`config.mk`:
```
export PLATFORM = sky130hd
export DESIGN_NAME = riscv_fetch_queue
export DESIGN_NICKNAME = d
export VERILOG_FILES = /design/src/rtl/riscv_pkg.sv /design/src/rtl/riscv_fetch_buffer.sv /design/src/rtl/riscv_fetch_queue.sv
export SDC_FILE = /design/constraint.sdc
export NUM_CORES = 1
export LEC_CHECK = 0
export BUFFER_PORTS_ARGS = -buffer_cell sky130_fd_sc_hd__buf_2
export CORE_MARGIN = 2
export CORE_UTILIZATION = 43
export CTS_CLUSTER_DIAMETER = 50
export DETAILED_ROUTE_END_ITERATION = 6
export PLACE_DENSITY = 0.75
export SETUP_SLACK_MARGIN = 0.15
export SLEW_MARGIN = 20
export SYNTH_ARGS = -nofsm -noshare
export SYNTH_HDL_FRONTEND = slang
export SYNTH_SLANG_ARGS = --single-unit
```
`constraint.sdc`:
```
create_clock -name clock -period 4.19 [get_ports clock]
set_clock_uncertainty 0.1 [all_clocks]
set_input_delay 0 -clock clock [delete_from_list [all_inputs] [get_ports clock]]
set_output_delay 0 -clock clock [all_outputs]
set_load 0.005 [all_outputs]
```
`src/rtl/riscv_pkg.sv`:
```
// Shared fetch-path types: default data width, fetch-slot record and the
// fetch-queue control states.
package riscv_pkg;

  localparam int XLEN_DEFAULT = 32;

  typedef enum logic {
    RUN   = 1'b0,
    DRAIN = 1'b1
  } fetch_state_e;

  typedef struct packed {
    logic [XLEN_DEFAULT-1:0] pc;
    logic [XLEN_DEFAULT-1:0] insn;
    logic                    filled;
  } fetch_slot_t;

endpackage

```
`src/rtl/riscv_fetch_buffer.sv`:
```
// In-order slot ring for the fetch queue: slots are allocated at request
// time, filled in order by memory responses and released by decode.
module riscv_fetch_buffer
  import riscv_pkg::*;
#(
  parameter int DEPTH = 2
) (
  input  logic                    clock,
  input  logic                    reset,
  input  logic                    i_flush,
  input  logic                    i_alloc,
  input  logic [XLEN_DEFAULT-1:0] i_alloc_pc,
  input  logic                    i_fill,
  input  logic [XLEN_DEFAULT-1:0] i_fill_insn,
  input  logic                    i_pop,
  output logic [$clog2(DEPTH):0]  o_alloc_cnt,
  output logic [$clog2(DEPTH):0]  o_unfilled_cnt,
  output logic                    o_head_valid,
  output logic [XLEN_DEFAULT-1:0] o_head_insn,
  output logic [XLEN_DEFAULT-1:0] o_head_pc
);

  localparam int PW = $clog2(DEPTH);
  localparam logic [PW:0] PTR_ONE = (PW + 1)'(1);

  fetch_slot_t r_slots [DEPTH];

  // Pointers carry one extra wrap bit so full and empty are distinguishable.
  logic [PW:0]   r_alloc;
  logic [PW:0]   r_fill;
  logic [PW:0]   r_rd;
  logic [PW-1:0] w_alloc_idx;
  logic [PW-1:0] w_fill_idx;
  logic [PW-1:0] w_rd_idx;
  logic          w_fill_ok;

  assign w_alloc_idx = r_alloc[PW-1:0];
  assign w_fill_idx  = r_fill[PW-1:0];
  assign w_rd_idx    = r_rd[PW-1:0];
  assign w_fill_ok   = i_fill && (r_fill != r_alloc);

  always_ff @(posedge clock or negedge reset) begin
    if (!reset) begin
      r_alloc <= '0;
      r_fill  <= '0;
      r_rd    <= '0;
      for (int i = 0; i < DEPTH; i++) begin
        r_slots[i] <= '0;
      end
    end else if (i_flush) begin
      r_alloc <= '0;
      r_fill  <= '0;
      r_rd    <= '0;
      for (int i = 0; i < DEPTH; i++) begin
        r_slots[i].filled <= 1'b0;
      end
    end else begin
      // With a full ring, alloc and pop hit the same slot; both clear filled.
      if (i_alloc) begin
        r_slots[w_alloc_idx].pc     <= i_alloc_pc;
        r_slots[w_alloc_idx].filled <= 1'b0;
        r_alloc                     <= r_alloc + PTR_ONE;
      end
      if (w_fill_ok) begin
        r_slots[w_fill_idx].insn   <= i_fill_insn;
        r_slots[w_fill_idx].filled <= 1'b1;
        r_fill                     <= r_fill + PTR_ONE;
      end
      if (i_pop) begin
        r_slots[w_rd_idx].filled <= 1'b0;
        r_rd                     <= r_rd + PTR_ONE;
      end
    end
  end

  assign o_alloc_cnt    = r_alloc - r_rd;
  assign o_unfilled_cnt = r_alloc - r_fill;
  assign o_head_valid   = r_slots[w_rd_idx].filled;
  assign o_head_insn    = r_slots[w_rd_idx].insn;
  assign o_head_pc      = r_slots[w_rd_idx].pc;

endmodule

```
`src/rtl/riscv_fetch_queue.sv`:
```
// Instruction fetch front end: issues word-aligned fetches, buffers the
// in-order responses for decode and drains stale responses after a redirect.
module riscv_fetch_queue
  import riscv_pkg::*;
#(
  parameter int              XLEN     = XLEN_DEFAULT,
  parameter logic [XLEN-1:0] RESET_PC = '0,
  parameter int              DEPTH    = 2
) (
  input  logic            clock,
  input  logic            reset,
  output logic            insn_req_valid,
  input  logic            insn_req_ready,
  output logic [XLEN-1:0] insn_addr_bus,
  input  logic            insn_resp_valid,
  input  logic [XLEN-1:0] insn_data_bus,
  input  logic            redirect_valid,
  input  logic [XLEN-1:0] redirect_pc,
  output logic            insn_valid,
  input  logic            insn_ready,
  output logic [XLEN-1:0] insn,
  output logic [XLEN-1:0] insn_pc
);

  localparam int              CW         = $clog2(DEPTH) + 1;
  localparam logic [CW-1:0]   FULL_CNT   = CW'(DEPTH);
  localparam logic [CW-1:0]   CNT_ONE    = CW'(1);
  localparam logic [XLEN-1:0] PC_STEP    = XLEN'(4);
  localparam logic [XLEN-1:0] ALIGN_MASK = ~XLEN'(3);

  fetch_state_e    r_state;
  fetch_state_e    w_state_nxt;
  logic [XLEN-1:0] r_pc;
  logic [CW-1:0]   r_stale;
  logic [CW-1:0]   w_stale_nxt;
  logic [CW-1:0]   w_alloc_cnt;
  logic [CW-1:0]   w_unfilled_cnt;
  logic [CW-1:0]   w_outstanding;
  logic            w_pop;
  logic            w_req_valid;
  logic            w_req_hs;
  logic            w_resp_ok;
  logic            w_fill;

  assign w_pop = insn_valid && insn_ready;

  // A pop frees a slot this cycle, so a full queue can still issue.
  assign w_req_valid = reset && (r_state == RUN) && !redirect_valid &&
                       ((w_alloc_cnt < FULL_CNT) || w_pop);
  assign w_req_hs    = w_req_valid && insn_req_ready;

  // Only one of these is ever non-zero: stale in DRAIN, unfilled in RUN.
  assign w_outstanding = r_stale + w_unfilled_cnt;
  assign w_resp_ok     = insn_resp_valid && (w_outstanding != '0);
  assign w_fill        = w_resp_ok && (r_state == RUN) && !redirect_valid;

  always_comb begin
    w_state_nxt = r_state;
    w_stale_nxt = r_stale;
    if (redirect_valid) begin
      w_stale_nxt = w_resp_ok ? (w_outstanding - CNT_ONE) : w_outstanding;
      w_state_nxt = (w_stale_nxt != '0) ? DRAIN : RUN;
    end else if ((r_state == DRAIN) && w_resp_ok) begin
      w_stale_nxt = r_stale - CNT_ONE;
      if (r_stale == CNT_ONE) begin
        w_state_nxt = RUN;
      end
    end
  end

  always_ff @(posedge clock or negedge reset) begin
    if (!reset) begin
      r_state <= RUN;
      r_stale <= '0;
      r_pc    <= RESET_PC;
    end else begin
      r_state <= w_state_nxt;
      r_stale <= w_stale_nxt;
      if (redirect_valid) begin
        r_pc <= redirect_pc & ALIGN_MASK;
      end else if (w_req_hs) begin
        r_pc <= r_pc + PC_STEP;
      end
    end
  end

  riscv_fetch_buffer #(
    .DEPTH (DEPTH)
  ) u_buffer (
    .clock          (clock),
    .reset          (reset),
    .i_flush        (redirect_valid),
    .i_alloc        (w_req_hs),
    .i_alloc_pc     (r_pc),
    .i_fill         (w_fill),
    .i_fill_insn    (insn_data_bus),
    .i_pop          (w_pop),
    .o_alloc_cnt    (w_alloc_cnt),
    .o_unfilled_cnt (w_unfilled_cnt),
    .o_head_valid   (insn_valid),
    .o_head_insn    (insn),
    .o_head_pc      (insn_pc)
  );

  assign insn_req_valid = w_req_valid;
  assign insn_addr_bus  = r_pc;

  // A response with nothing outstanding is a memory-side protocol error.
  resp_has_owner : assert property (@(posedge clock) disable iff (!reset)
    !(insn_resp_valid && (w_outstanding == '0)));

endmodule

```
==> results.cfg <==
[pwr]
p_switching_uw = 1500
p_seq_share_pct = 43.4
p_int_uw = 3750
comb_power_share_pct = 26.9
switching_share_pct = 28.6
p_leak_uw = 0.00485
power.density_nw_per_um2 = 511
ir_drop_v = 0.000285
clock_power_share_pct = 29.8

[route]
ant_nets = 0
viasPerCell = 5.42
via_count = 6000
drc_errors = 0
drt_iter0_drc = 355
firstDrtPassIters = 4
avgRoutedWirePerCell_um = 17.5
wirelength_um = 19400

[placement]
gp_congestion = 0.794
dp_hpwl_um = 12400
port_buffers = 161
dpl.cell_count = 1006
dpl_cell_area_um2 = 8990

[clock_tree]
clock_latency_ns = 0.43
cts_max_level = 4
cts_sinks = 165
cts_max_path_buffers = 2
post-cts-setup-buffer-count = 0
cts-root-buf = clkbuf_16
clk_pin_slew_ns = 0.06
cts_made_buffers = 17
cts_tree = yes

[floorplan]
core_region_area_um2 = 18000
die_w_um = 140
initial_core_util_pct = 44.1
rows = 49
dieArea_um2 = 19600
io_pins = 168
die_h_um = 140

[synth]
yosysUniqueCellTypes = 54
ys.flop_type = dfrtp_1
yosysWarnings = 0
synth-seq-cells = 165
syn_inst = 643
netlist_area_um2 = 7950
syn_avg_cell_area_um2 = 12.4
ys_seq_area_share_pct = 51.9
synth_edf_count = 0
synth-async-reset-ratio_pct = 100

[hold_path]
hold_path.class = in2async

[layout]
seqCellArea_um2 = 4130
fin_nets = 938
fin_area_um2 = 10300
area_growth_pct = 29.1
n_fill_cell = 1520
layout_common_cells = mux2_2 (181), dfrtp_1 (164), buf_2 (160)
fin_util_pct = 57.0
final-instance-count-excl-fill = 1107
drive_gt1_share_pct = 45.3
multi_input_area_um2 = 3630
layout_commonest_cell = mux2_2

[timing]
finalHoldViolCount = 0
drv_slew = 0
fin_crit_ns = 3.54
grt_setup_unrepaired = no
fin_tns_setup_ns = 0
worst_pin_slew_ns = 1.04
max_freq_mhz = 283
slew_headroom_pct = 30.8
finalSetupViolations = 0
fin_crit_sh_pct = 84.5

[run_status]
status = complete, no violations

[job]
max_cap_violations = 0

[grt]
grt_pass1_vias = 6181
grt_pass1_wl_um = 31900
grt_max_degree = 78
antenna_found_initial = 1
grt_usage_pct = 20.4
grt_overflow_total = 0

[critical_path]
worst_setup_path_end_kind = flip-flop
required_ns = 4.39
cp.arrival_ns = 3.74
path_max_fanout = 33
r2r_cells = 15
crit_type = reg2reg
cp-start-kind = flip-flop
-- synth_stat cells, types with 4 or more instances --
cell type	n	area, µm²
inv_1	14	52.6
or4_1	5	37.5
clkbuf_1	16	60.1
nand2_1	40	150
o311ai_0	5	43.8
nand3_1	25	125
a221o_1	4	40.0
ha_1	5	62.6
o21ai_0	22	110
or3_1	4	25.0
o31a_1	4	35.0
dfrtp_1	165	4130
mux2_2	181	2040
o211ai_1	7	52.6
xnor2_1	12	105
nor2_1	15	56.3
xor2_1	7	61.3
a31oi_1	4	25.0
a21oi_1	15	75.1
a2111oi_0	5	43.8
and3_1	7	43.8
buf_4	6	45.0
and2_1	4	25.0
buf_2	17	85.1
nand4_1	11	68.8
-- critical path: stages, from the launching register on --
cell and delay (ns):
dfrtp_1 0.49, inv_1 0.08, ha_1 0.28, inv_1 0.08, ha_1 0.20, xnor2_1 0.17
xnor2_1 0.15, xnor2_1 0.17, inv_1 0.07, ha_1 0.17, nor2b_1 0.10, buf_4 0.18
o21ai_0 0.18, nor3_4 0.14, buf_4 0.44, mux2_2 0.39
-- through the flow --
| step | setup slack [ns] | total power, µW | hold slack [ns] |
|---|---|---|---|
| 4_1_cts | 0.622 | 5290 | 0.00575 |
| 5_1_grt | 0.234 | 5570 | 0.0323 |
| 3_3_place_gp | 0.708 | 3590 | -0.191 |
| 6_report | 0.651 | 5240 | 0.0131 |
| 2_1_floorplan | 1.12 | 3090 | -0.396 |
| 3_5_place_dp | 0.636 | 3650 | -0.188 |
-- power groups by stage --
| stage | Clock, µW | Sequential [µW] | Combinational (µW) |
|---|---|---|---|
| detailed placement | 0 | 2290 | 1360 |
| global placement | 0 | 2270 | 1320 |
| CTS | 1600 | 2270 | 1420 |
| floorplan | 0 | 2200 | 891 |
| finish | 1560 | 2270 | 1410 |
| global route | 1670 | 2340 | 1560 |
-- logic make-up after synthesis --
family	after synthesis	synth area share, %
mux	182	25.8
flops	165	51.9
simple gates	132	8.78
compound gates	84	7.28
buf+inv	54	3.12
xor+xnor	20	2.30
fa+ha+maj	5	0.787
other cells	1	0.0472
-- cell type report --
type,count,share of cell area (%)
sequential,165,40.2
multi-input combinational,427,35.4
timing repair buffer,238,15.3
clock buffer,19,4.31
tap,229,2.79
clock inverter,13,1.44
inverter,14,0.512
antenna,2,0.0488
-- path summary, 6_finish.rpt --
kind	startpoint	to	slack [ns]
min in group clock	insn_req_ready	insn_addr_bus[8]	0.05
hold / removal	reset	u_buffer.r_slots[42]	0.01
setup reg to reg	u_buffer.r_alloc[0]	u_buffer.r_slots[83]	0.65
hold reg to reg	u_buffer.r_slots[50]	u_buffer.r_slots[50]	0.38
setup / recovery	u_buffer.r_alloc[0]	u_buffer.r_slots[83]	0.65
max in group asynchronous	reset	u_buffer.r_slots[80]	2.99
-- per-layer routing --
layer | wire, µm | share of wire, % | global-route usage (%) | up-vias
met5 | 0 | 0 | 0 | -
met4 | 420 | 2.2 | 8.68 | 0
met3 | 868 | 4.5 | 3.97 | 33
met2 | 9430 | 49 | 33.2 | 177
met1 | 8640 | 45 | 26.8 | 2995
li1 | - | - | - | 2795
-- what timing repair did --
action,4_1_cts,5_1_grt
endpoints found under the hold margin,185,0
hold buffers,67,0
resized for setup,0,0
-- flip-flops by register name, indices dropped and copies added (netlist names) --
name              cells
u_buffer.r_fill       2
u_buffer.r_rd         2
r_state               1
insn_addr_bus        30
r_stale               2
u_buffer.r_slots    126
u_buffer.r_alloc      2
Power figures use the tool's default switching activity.
